**config.mk**
```make
export PLATFORM = sky130hd
export DESIGN_NAME = decode_buffer_flat
export DESIGN_NICKNAME = d
export VERILOG_FILES = /design/src/rtl/decode_buffer_if.sv /design/src/rtl/decode_buffer.sv /design/src/flat_wrapper.sv
export SDC_FILE = /design/constraint.sdc
export NUM_CORES = 1
export LEC_CHECK = 0
export ABC_AREA = 0
export BUFFER_PORTS_ARGS = -buffer_cell sky130_fd_sc_hd__clkbuf_2
export CAP_MARGIN = 25
export CORE_MARGIN = 4
export CORE_UTILIZATION = 55
export CTS_BUF_LIST = sky130_fd_sc_hd__clkbuf_8
export DETAILED_ROUTE_END_ITERATION = 8
export GPL_TIMING_DRIVEN = 0
export PLACE_DENSITY = 0.86
export SKIP_LAST_GASP = 1
export SLEW_MARGIN = 15
export SYNTH_ARGS = -nofsm -noshare
export SYNTH_HDL_FRONTEND = slang
export SYNTH_SLANG_ARGS = --single-unit
```
**constraint.sdc**
```tcl
create_clock -name clk_in -period 3.9 [get_ports clk_in]
set_input_delay 0.195 -clock clk_in [delete_from_list [all_inputs] [get_ports clk_in]]
set_output_delay 0.195 -clock clk_in [all_outputs]
set_load 0.05 [all_outputs]
```
**src/rtl/decode_buffer_if.sv**
```systemverilog
// decode_buffer_if
//   Bundles the instruction-queue, back-pressure, dispatch and register-file
//   signals of the decode buffer. Port names match the surrounding pipeline.
//
//   master : the pipeline side (IQ, RS/LSB/ROB, dispatch/RF consumers)
//   slave  : the decode buffer itself
//
//   Handshakes:
//   - IQ -> buffer: an instruction moves on a rising clk edge where IQ_flag
//     and Dec_ready are both high (with rdy_in=1 and clear_in=0). Dec_ready
//     never looks at IQ_flag or at the same-cycle dispatch. IQ holds
//     IQ_inst/IQ_PC/IQ_BTB_* stable until the transfer happens.
//   - buffer -> dispatch: Dis_flag high means the head entry is consumed on
//     this edge. RS_full/LSB_full/ROB_full act as the inverted ready of the
//     consumers, and Dis_flag is only raised when the targeted units can take
//     the entry.
interface decode_buffer_if #(
  parameter int XLEN  = 32,
  parameter int REG_W = 5,
  parameter int OP_W  = 6
);
  logic             IQ_flag;
  logic [31:0]      IQ_inst;
  logic [XLEN-1:0]  IQ_PC;
  logic [XLEN-1:0]  IQ_BTB_PC;
  logic             IQ_BTB_predict;
  logic             Dec_ready;
  logic             RS_full;
  logic             LSB_full;
  logic             ROB_full;
  logic             Dis_flag;
  logic [OP_W-1:0]  Dis_op;
  logic [REG_W-1:0] Dis_rd;
  logic [XLEN-1:0]  Dis_imm;
  logic [XLEN-1:0]  Dis_PC;
  logic [XLEN-1:0]  Dis_BTB_PC;
  logic             Dis_BTB_predict;
  logic             Dis_is_ls;
  logic             Dis_illegal;
  logic             RF_R1;
  logic             RF_R2;
  logic [REG_W-1:0] RF_rs1;
  logic [REG_W-1:0] RF_rs2;

  modport master (
    output IQ_flag, IQ_inst, IQ_PC, IQ_BTB_PC, IQ_BTB_predict,
    output RS_full, LSB_full, ROB_full,
    input  Dec_ready, Dis_flag, Dis_op, Dis_rd, Dis_imm, Dis_PC, Dis_BTB_PC,
    input  Dis_BTB_predict, Dis_is_ls, Dis_illegal,
    input  RF_R1, RF_R2, RF_rs1, RF_rs2
  );

  modport slave (
    input  IQ_flag, IQ_inst, IQ_PC, IQ_BTB_PC, IQ_BTB_predict,
    input  RS_full, LSB_full, ROB_full,
    output Dec_ready, Dis_flag, Dis_op, Dis_rd, Dis_imm, Dis_PC, Dis_BTB_PC,
    output Dis_BTB_predict, Dis_is_ls, Dis_illegal,
    output RF_R1, RF_R2, RF_rs1, RF_rs2
  );
endinterface

```
**src/rtl/decode_buffer.sv**
```systemverilog
// decode_buffer
//   RV32I decode stage: decodes each accepted instruction and stores the
//   decoded fields in a DEPTH-entry in-order FIFO. The head entry drives the
//   dispatch and register-file outputs; it leaves when its target units
//   (ROB plus RS or LSB) can accept it. Illegal encodings carry op=0 and
//   illegal=1 and only need ROB space.
//
//   clk_in   : clock (rising edge)
//   rst_in   : synchronous active-low reset, overrides everything
//   rdy_in   : global enable, 0 freezes all state
//   clear_in : flush (mispredict), empties the buffer, drops same-cycle push
//   bus      : IQ / back-pressure / dispatch / RF signals (slave view)
module decode_buffer #(
  parameter int DEPTH  = 4,
  parameter int ADDR_W = 2,
  parameter int XLEN   = 32,
  parameter int REG_W  = 5,
  parameter int OP_W   = 6
) (
  input  logic           clk_in,
  input  logic           rst_in,
  input  logic           rdy_in,
  input  logic           clear_in,
  decode_buffer_if.slave bus
);

  // Internal op codes; 0 is reserved for "none / illegal".
  localparam logic [OP_W-1:0] OP_LUI  = OP_W'(1),  OP_AUIPC = OP_W'(2),  OP_JAL  = OP_W'(3);
  localparam logic [OP_W-1:0] OP_JALR = OP_W'(4),  OP_BEQ   = OP_W'(5),  OP_BNE  = OP_W'(6);
  localparam logic [OP_W-1:0] OP_BLT  = OP_W'(7),  OP_BGE   = OP_W'(8),  OP_BLTU = OP_W'(9);
  localparam logic [OP_W-1:0] OP_BGEU = OP_W'(10), OP_LB    = OP_W'(11), OP_LH   = OP_W'(12);
  localparam logic [OP_W-1:0] OP_LW   = OP_W'(13), OP_LBU   = OP_W'(14), OP_LHU  = OP_W'(15);
  localparam logic [OP_W-1:0] OP_SB   = OP_W'(16), OP_SH    = OP_W'(17), OP_SW   = OP_W'(18);
  localparam logic [OP_W-1:0] OP_ADDI = OP_W'(19), OP_SLTI  = OP_W'(20), OP_SLTIU = OP_W'(21);
  localparam logic [OP_W-1:0] OP_XORI = OP_W'(22), OP_ORI   = OP_W'(23), OP_ANDI = OP_W'(24);
  localparam logic [OP_W-1:0] OP_SLLI = OP_W'(25), OP_SRLI  = OP_W'(26), OP_SRAI = OP_W'(27);
  localparam logic [OP_W-1:0] OP_ADD  = OP_W'(28), OP_SUB   = OP_W'(29), OP_SLL  = OP_W'(30);
  localparam logic [OP_W-1:0] OP_SLT  = OP_W'(31), OP_SLTU  = OP_W'(32), OP_XOR  = OP_W'(33);
  localparam logic [OP_W-1:0] OP_SRL  = OP_W'(34), OP_SRA   = OP_W'(35), OP_OR   = OP_W'(36);
  localparam logic [OP_W-1:0] OP_AND  = OP_W'(37);

  localparam logic [6:0] OPC_LUI = 7'h37, OPC_AUIPC = 7'h17, OPC_JAL = 7'h6f, OPC_JALR = 7'h67;
  localparam logic [6:0] OPC_BRANCH = 7'h63, OPC_LOAD = 7'h03, OPC_STORE = 7'h23;
  localparam logic [6:0] OPC_OPIMM = 7'h13, OPC_OP = 7'h33;

  typedef struct packed {
    logic [OP_W-1:0]  op;
    logic [REG_W-1:0] rd;
    logic [XLEN-1:0]  imm;
    logic [REG_W-1:0] rs1;
    logic [REG_W-1:0] rs2;
    logic             r1;
    logic             r2;
    logic [XLEN-1:0]  pc;
    logic [XLEN-1:0]  btb_pc;
    logic             btb_pred;
    logic             is_ls;
    logic             illegal;
  } entry_t;

  entry_t            mem [DEPTH];
  logic [ADDR_W-1:0] head_ptr;
  logic [ADDR_W-1:0] tail_ptr;
  logic [ADDR_W:0]   count;

  entry_t            dec;
  entry_t            shown;
  logic              legal;
  logic              ready;
  logic              push;
  logic              pop;
  logic              unit_ok;

  logic [31:0]       inst;
  logic [6:0]        opc;
  logic [2:0]        f3;
  logic [6:0]        f7;
  logic [REG_W-1:0]  rd_f, rs1_f, rs2_f;
  logic [XLEN-1:0]   imm_i, imm_s, imm_b, imm_u, imm_j;

  assign inst  = bus.IQ_inst;
  assign opc   = inst[6:0];
  assign f3    = inst[14:12];
  assign f7    = inst[31:25];
  assign rd_f  = REG_W'(inst[11:7]);
  assign rs1_f = REG_W'(inst[19:15]);
  assign rs2_f = REG_W'(inst[24:20]);
  assign imm_i = {{(XLEN-11){inst[31]}}, inst[30:20]};
  assign imm_s = {{(XLEN-11){inst[31]}}, inst[30:25], inst[11:7]};
  assign imm_b = {{(XLEN-12){inst[31]}}, inst[7], inst[30:25], inst[11:8], 1'b0};
  assign imm_u = {{(XLEN-31){inst[31]}}, inst[30:12], 12'b0};
  assign imm_j = {{(XLEN-20){inst[31]}}, inst[19:12], inst[20], inst[30:21], 1'b0};

  // Decode of the word currently offered by the IQ.
  always_comb begin
    dec   = '0;
    legal = 1'b1;
    case (opc)
      OPC_LUI:   begin dec.op = OP_LUI;   dec.rd = rd_f; dec.imm = imm_u; end
      OPC_AUIPC: begin dec.op = OP_AUIPC; dec.rd = rd_f; dec.imm = imm_u; end
      OPC_JAL:   begin dec.op = OP_JAL;   dec.rd = rd_f; dec.imm = imm_j; end
      OPC_JALR: begin
        dec.op = OP_JALR; dec.rd = rd_f; dec.rs1 = rs1_f; dec.r1 = 1'b1; dec.imm = imm_i;
      end
      OPC_BRANCH: begin
        dec.rs1 = rs1_f; dec.rs2 = rs2_f; dec.r1 = 1'b1; dec.r2 = 1'b1; dec.imm = imm_b;
        case (f3)
          3'b000:  dec.op = OP_BEQ;
          3'b001:  dec.op = OP_BNE;
          3'b100:  dec.op = OP_BLT;
          3'b101:  dec.op = OP_BGE;
          3'b110:  dec.op = OP_BLTU;
          3'b111:  dec.op = OP_BGEU;
          default: legal = 1'b0;
        endcase
      end
      OPC_LOAD: begin
        dec.rd = rd_f; dec.rs1 = rs1_f; dec.r1 = 1'b1; dec.imm = imm_i; dec.is_ls = 1'b1;
        case (f3)
          3'b000:  dec.op = OP_LB;
          3'b001:  dec.op = OP_LH;
          3'b010:  dec.op = OP_LW;
          3'b100:  dec.op = OP_LBU;
          3'b101:  dec.op = OP_LHU;
          default: legal = 1'b0;
        endcase
      end
      OPC_STORE: begin
        dec.rs1 = rs1_f; dec.rs2 = rs2_f; dec.r1 = 1'b1; dec.r2 = 1'b1;
        dec.imm = imm_s; dec.is_ls = 1'b1;
        case (f3)
          3'b000:  dec.op = OP_SB;
          3'b001:  dec.op = OP_SH;
          3'b010:  dec.op = OP_SW;
          default: legal = 1'b0;
        endcase
      end
      OPC_OPIMM: begin
        dec.rd = rd_f; dec.rs1 = rs1_f; dec.r1 = 1'b1; dec.imm = imm_i;
        case (f3)
          3'b000: dec.op = OP_ADDI;
          3'b010: dec.op = OP_SLTI;
          3'b011: dec.op = OP_SLTIU;
          3'b100: dec.op = OP_XORI;
          3'b110: dec.op = OP_ORI;
          3'b111: dec.op = OP_ANDI;
          3'b001: begin
            if (f7 == 7'h00) dec.op = OP_SLLI;
            else             legal = 1'b0;
          end
          default: begin  // 3'b101: shift right, funct7 selects logical/arith
            if (f7 == 7'h00)      dec.op = OP_SRLI;
            else if (f7 == 7'h20) dec.op = OP_SRAI;
            else                  legal = 1'b0;
          end
        endcase
      end
      OPC_OP: begin
        dec.rd = rd_f; dec.rs1 = rs1_f; dec.rs2 = rs2_f; dec.r1 = 1'b1; dec.r2 = 1'b1;
        if (f7 == 7'h00) begin
          case (f3)
            3'b000:  dec.op = OP_ADD;
            3'b001:  dec.op = OP_SLL;
            3'b010:  dec.op = OP_SLT;
            3'b011:  dec.op = OP_SLTU;
            3'b100:  dec.op = OP_XOR;
            3'b101:  dec.op = OP_SRL;
            3'b110:  dec.op = OP_OR;
            default: dec.op = OP_AND;
          endcase
        end else if (f7 == 7'h20 && f3 == 3'b000) begin
          dec.op = OP_SUB;
        end else if (f7 == 7'h20 && f3 == 3'b101) begin
          dec.op = OP_SRA;
        end else begin
          legal = 1'b0;
        end
      end
      default: legal = 1'b0;
    endcase
    // Undecodable words keep only the PCs and the illegal marker.
    if (!legal) begin
      dec         = '0;
      dec.illegal = 1'b1;
    end
    dec.pc       = bus.IQ_PC;
    dec.btb_pc   = bus.IQ_BTB_PC;
    dec.btb_pred = bus.IQ_BTB_predict;
  end

  // Ready only reflects occupancy, keeping IQ and dispatch combinationally apart.
  assign ready   = (count < (ADDR_W+1)'(DEPTH));
  assign push    = bus.IQ_flag && ready && rdy_in && !clear_in;

  assign shown   = (count != '0) ? mem[head_ptr] : '0;
  assign unit_ok = shown.illegal ? 1'b1 : (shown.is_ls ? !bus.LSB_full : !bus.RS_full);
  assign pop     = rdy_in && !clear_in && (count != '0) && !bus.ROB_full && unit_ok;

  always_ff @(posedge clk_in) begin
    if (!rst_in) begin
      head_ptr <= '0;
      tail_ptr <= '0;
      count    <= '0;
    end else if (rdy_in) begin
      if (clear_in) begin
        head_ptr <= '0;
        tail_ptr <= '0;
        count    <= '0;
      end else begin
        if (push) tail_ptr <= tail_ptr + 1'b1;
        if (pop)  head_ptr <= head_ptr + 1'b1;
        if (push && !pop)      count <= count + 1'b1;
        else if (pop && !push) count <= count - 1'b1;
      end
    end
  end

  // Payload storage needs no reset: count gates every read.
  always_ff @(posedge clk_in) begin
    if (push) mem[tail_ptr] <= dec;
  end

  assign bus.Dec_ready       = ready;
  assign bus.Dis_flag        = pop;
  assign bus.Dis_op          = shown.op;
  assign bus.Dis_rd          = shown.rd;
  assign bus.Dis_imm         = shown.imm;
  assign bus.Dis_PC          = shown.pc;
  assign bus.Dis_BTB_PC      = shown.btb_pc;
  assign bus.Dis_BTB_predict = shown.btb_pred;
  assign bus.Dis_is_ls       = shown.is_ls;
  assign bus.Dis_illegal     = shown.illegal;
  assign bus.RF_R1           = shown.r1;
  assign bus.RF_R2           = shown.r2;
  assign bus.RF_rs1          = shown.rs1;
  assign bus.RF_rs2          = shown.rs2;

endmodule

```
**src/flat_wrapper.sv**
```systemverilog
// flat-port wrapper written by rule: the top's interface ports become plain ports
module decode_buffer_flat 
#(
  parameter int DEPTH  = 4,
  parameter int ADDR_W = 2,
  parameter int XLEN   = 32,
  parameter int REG_W  = 5,
  parameter int OP_W   = 6
)
  (clk_in, rst_in, rdy_in, clear_in, bus_IQ_flag, bus_IQ_inst, bus_IQ_PC, bus_IQ_BTB_PC, bus_IQ_BTB_predict, bus_RS_full, bus_LSB_full, bus_ROB_full, bus_Dec_ready, bus_Dis_flag, bus_Dis_op, bus_Dis_rd, bus_Dis_imm, bus_Dis_PC, bus_Dis_BTB_PC, bus_Dis_BTB_predict, bus_Dis_is_ls, bus_Dis_illegal, bus_RF_R1, bus_RF_R2, bus_RF_rs1, bus_RF_rs2);
  decode_buffer_if #(.XLEN(XLEN), .REG_W(REG_W), .OP_W(OP_W)) bus_i ();
  input  logic clk_in;
  input  logic rst_in;
  input  logic rdy_in;
  input  logic clear_in;
  input wire logic [$bits(bus_i.IQ_flag)-1:0] bus_IQ_flag;
  input wire logic [$bits(bus_i.IQ_inst)-1:0] bus_IQ_inst;
  input wire logic [$bits(bus_i.IQ_PC)-1:0] bus_IQ_PC;
  input wire logic [$bits(bus_i.IQ_BTB_PC)-1:0] bus_IQ_BTB_PC;
  input wire logic [$bits(bus_i.IQ_BTB_predict)-1:0] bus_IQ_BTB_predict;
  input wire logic [$bits(bus_i.RS_full)-1:0] bus_RS_full;
  input wire logic [$bits(bus_i.LSB_full)-1:0] bus_LSB_full;
  input wire logic [$bits(bus_i.ROB_full)-1:0] bus_ROB_full;
  output wire logic [$bits(bus_i.Dec_ready)-1:0] bus_Dec_ready;
  output wire logic [$bits(bus_i.Dis_flag)-1:0] bus_Dis_flag;
  output wire logic [$bits(bus_i.Dis_op)-1:0] bus_Dis_op;
  output wire logic [$bits(bus_i.Dis_rd)-1:0] bus_Dis_rd;
  output wire logic [$bits(bus_i.Dis_imm)-1:0] bus_Dis_imm;
  output wire logic [$bits(bus_i.Dis_PC)-1:0] bus_Dis_PC;
  output wire logic [$bits(bus_i.Dis_BTB_PC)-1:0] bus_Dis_BTB_PC;
  output wire logic [$bits(bus_i.Dis_BTB_predict)-1:0] bus_Dis_BTB_predict;
  output wire logic [$bits(bus_i.Dis_is_ls)-1:0] bus_Dis_is_ls;
  output wire logic [$bits(bus_i.Dis_illegal)-1:0] bus_Dis_illegal;
  output wire logic [$bits(bus_i.RF_R1)-1:0] bus_RF_R1;
  output wire logic [$bits(bus_i.RF_R2)-1:0] bus_RF_R2;
  output wire logic [$bits(bus_i.RF_rs1)-1:0] bus_RF_rs1;
  output wire logic [$bits(bus_i.RF_rs2)-1:0] bus_RF_rs2;
  assign bus_i.IQ_flag = bus_IQ_flag;
  assign bus_i.IQ_inst = bus_IQ_inst;
  assign bus_i.IQ_PC = bus_IQ_PC;
  assign bus_i.IQ_BTB_PC = bus_IQ_BTB_PC;
  assign bus_i.IQ_BTB_predict = bus_IQ_BTB_predict;
  assign bus_i.RS_full = bus_RS_full;
  assign bus_i.LSB_full = bus_LSB_full;
  assign bus_i.ROB_full = bus_ROB_full;
  assign bus_Dec_ready = bus_i.Dec_ready;
  assign bus_Dis_flag = bus_i.Dis_flag;
  assign bus_Dis_op = bus_i.Dis_op;
  assign bus_Dis_rd = bus_i.Dis_rd;
  assign bus_Dis_imm = bus_i.Dis_imm;
  assign bus_Dis_PC = bus_i.Dis_PC;
  assign bus_Dis_BTB_PC = bus_i.Dis_BTB_PC;
  assign bus_Dis_BTB_predict = bus_i.Dis_BTB_predict;
  assign bus_Dis_is_ls = bus_i.Dis_is_ls;
  assign bus_Dis_illegal = bus_i.Dis_illegal;
  assign bus_RF_R1 = bus_i.RF_R1;
  assign bus_RF_R2 = bus_i.RF_R2;
  assign bus_RF_rs1 = bus_i.RF_rs1;
  assign bus_RF_rs2 = bus_i.RF_rs2;
  decode_buffer #(.DEPTH(DEPTH), .ADDR_W(ADDR_W), .XLEN(XLEN), .REG_W(REG_W), .OP_W(OP_W)) u_core (.clk_in(clk_in), .rst_in(rst_in), .rdy_in(rdy_in), .clear_in(clear_in), .bus(bus_i));
endmodule
```
==> impl_metrics.ini <==
[sta]
worstMarginPinSlew_ns = 0.986
fin_ws_ns = 0.278
rsz0062_at_grt = false
period_share = 0.929
period_minus_slack_ns = 3.62
hold_violations = 0
relSlewSlack = 0.343
fmax_ghz = 0.276
finalClockSkew_ns = 0.0171
setup-violations-final = 0
drv_slew = 0
hold_ws_ns = 0.0729

[power_and_ir_drop]
p_per_area_nw_per_um2 = 442
p_seq_frac = 0.548
share_comb_of_total_power = 0.086
leakagePower_nw = 8.38
ir_drop_mv = 0.316
sw_frac_of_total = 0.236
p_switching_mw = 2.55
p_int_mw = 8.23
clkPwrFrac = 0.366

[finish]
seq_area_sq_um = 14800
fillCellCount = 2315
layout.nets = 1580
drive_gt1_frac = 0.316
area_growth_pct = 20.7
multiInputGateArea_sq_um = 5050

[logic_synthesis]
synth_cell_types = 60
synthesis.area_sq_um = 20200
synth-edff-count = 488
syn_area_per_cell_sq_um = 18.8
synth-seq-area-share = 0.735
synth_warnings = 0
syn-instance-count = 1073
ys.flop_type = edfxtp_1
synth.net_count = 1183
async_flop_share = 0
synth_seq_cells = 497

[detailed_routing]
wl_um = 45500
drc = 0
avgViaCountPerCell = 5.86
num_vias = 11700
ant_nets = 0
drt-pass1-iter-count = 5
wire_per_inst_um = 22.9
drt_iter0_markers = 980

[clock_tree]
cts-root-buf = clkbuf_8
cts_buffers = 78
cts_tree = built
ctsLongestPathBuffers = 3
cts-resized-gates = 0
worst_skew_pair.late_latency_ns = 0.61
holdBufCountCts = 82
cts_setup_buffers = 0
cts.sinks = 497
htreeDepth = 3
clkTransAtPathRegs_ns = 0.06

[place]
port_buffers = 226
gp_congestion = 0.891
dp_hpwl_um = 29100
pre_cts_ws_ns = 0.763

[flow_run]
maxCapViolCount = 0

[setup_path]
cp_max_fo = 10
crit_type = reg -> out
r2r_end = u_core.count[1]
worstSetupEndpointType = output port
worstPathRequired_ns = 3.70
endpoint = bus_Dis_imm[0]
critPathArrivalTime_ns = 3.43
crit_start = u_core.count[1]
reg2reg_depth = 7
r2r_slack_ns = 1.27
worstSetupStartpointType = flop

[global_route]
use_met3 = 0.0666
busiest_layer = met2
use_met1 = 0.300
grt_antenna_before_repair = 4
grt_max_degree = 52
met2_usage = 0.381
grt-ovfl-total = 0
grt_pass1_wl_um = 69500
grt_util_all_layers = 0.231
grt_pass1_vias = 12300

[die]
num_io_pins = 229
coreArea_sq_um = 35900
fp-row-count = 69
die_area_sq_um = 39800
die_w_um = 200
initial_core_util = 0.562
die_y_um = 200

[hold_path]
worstHoldPathCells = 3
worst_hold_path_type = in -> reg

[outcome]
status = finished, final reports clean
## synthesized netlist by cell type (4+ instances only)
master	count	area share
a21oi_1	21	0.0052
a22oi_1	6	0.0022
a31oi_1	6	0.0019
and3_1	7	0.0022
buf_1	8	0.0015
buf_2	15	0.0037
clkbuf_1	33	0.0061
dfxtp_1	9	0.0089
edfxtp_1	488	0.73
ha_1	4	0.0025
inv_1	12	0.0022
mux2i_1	4	0.0020
mux4_2	122	0.14
nand2_1	55	0.010
nand2b_1	9	0.0028
nand3_1	12	0.0030
nor2_1	44	0.0082
nor2b_1	130	0.040
nor3_1	7	0.0017
o211ai_1	4	0.0015
o21ai_0	15	0.0037
## per-stage QoR
stage | cells | utilization | power (mW) | TNS [ns] | cell area (sq um)
after global placement | 1760 | 0.609 | 6.84 | -0.0737 | 21900
after global routing | 1989 | 0.678 | 11.2 | 0 | 24300
after detailed placement | 1768 | 0.616 | 6.86 | 0 | 22100
after floorplan | 1073 | - | 6.57 | 0 | 20200
after CTS | 1985 | 0.678 | 10.9 | 0 | 24300
final | 1989 | 0.678 | 10.8 | 0 | 24300
## registers in the layout (all words and copies together), names as in the netlist, named ones only
register,cells
u_core.count,3
u_core.mem,488
u_core.head_ptr,2
u_core.tail_ptr,2
## cells by family (layout without fill, tap and decap cells)
kind of cell | count (synthesis) | count (layout) | share of synthesized area
AND/OR/NAND/NOR | 283 | 283 | 0.0753
adder cells (fa/ha/maj) | 5 | 5 | 0.00347
AO/OA/AOI/OAI | 87 | 87 | 0.0299
flip-flops | 497 | 497 | 0.735
XOR/XNOR | 1 | 1 | 0.000434
multiplexers | 129 | 129 | 0.140
buffers and inverters | 71 | 523 | 0.0149
other | 0 | 3 | 0
## worst max-delay path, cell delays in order (launching register included)
cell and delay [ns]:
dfxtp_1 0.32, nor3_1 0.51, clkbuf_2 0.26, clkbuf_1 0.74, clkbuf_1 0.48, nor2b_1 0.20
clkbuf_2 0.29
## power by group through the flow
stage | combinational (mW) | clock [mW] | sequential (mW)
global placement | 0.829 | 0 | 6.01
floorplan | 0.565 | 0 | 6.01
finish | 0.927 | 3.94 | 5.90
global route | 0.985 | 4.31 | 5.90
CTS | 0.926 | 4.04 | 5.90
detailed placement | 0.855 | 0 | 6.01
## how the worst min path moves through the flow
stage                        end  slack [ns]               from
2_1_floorplan  u_core.mem[0][10]        0.29   bus_IQ_BTB_PC[7]
6_report       u_core.mem[1][85]        0.07    bus_IQ_inst[26]
4_1_cts        u_core.mem[1][85]       0.007    bus_IQ_inst[26]
3_5_place_dp   u_core.mem[0][18]        0.42  bus_IQ_BTB_PC[15]
3_3_place_gp   u_core.mem[2][40]        0.41       bus_IQ_PC[5]
5_1_grt        u_core.mem[3][85]        0.03    bus_IQ_inst[26]
## final cells by class
cell class,instances,share of cell area
repair buffers,317,0.0894
flip-flops and latches,497,0.609
clock inverters,54,0.0115
inverters,12,0.00185
diodes,3,0.000308
multi-input cells,505,0.208
well taps,461,0.0237
plain buffers,59,0.0105
clock buffers,81,0.0458
## layout by cell type (no fill, tap or decap), drive strengths merged, types with 3 or more instances in the layout
master | Yosys | routed
o21a | 3 | 3
mux2i | 5 | 5
buf | 25 | 33
mux4 | 122 | 122
o211ai | 4 | 4
nor4 | 4 | 4
and3 | 7 | 7
nand2b | 9 | 9
clkbuf | 34 | 342
nor3 | 7 | 7
nor2 | 44 | 44
inv | 12 | 38
o32ai | 3 | 3
nand3 | 12 | 12
a22oi | 6 | 6
nand4 | 3 | 3
nor2b | 130 | 130
o32a | 3 | 3
ha | 4 | 4
nand2 | 55 | 55
diode | 0 | 3
a31oi | 6 | 6
o21ai | 18 | 18
clkinv | 0 | 25
dfxtp | 9 | 9
dlygate4sd3 | 0 | 82
edfxtp | 488 | 488
a21oi | 21 | 21
## per-layer routing
metal	part of all wire	wire (um)
met5	0.00020	9
met4	0.030	1390
met3	0.088	3990
met2	0.50	22800
met1	0.38	17400
Note: power is estimated with default switching activity, not from simulation.
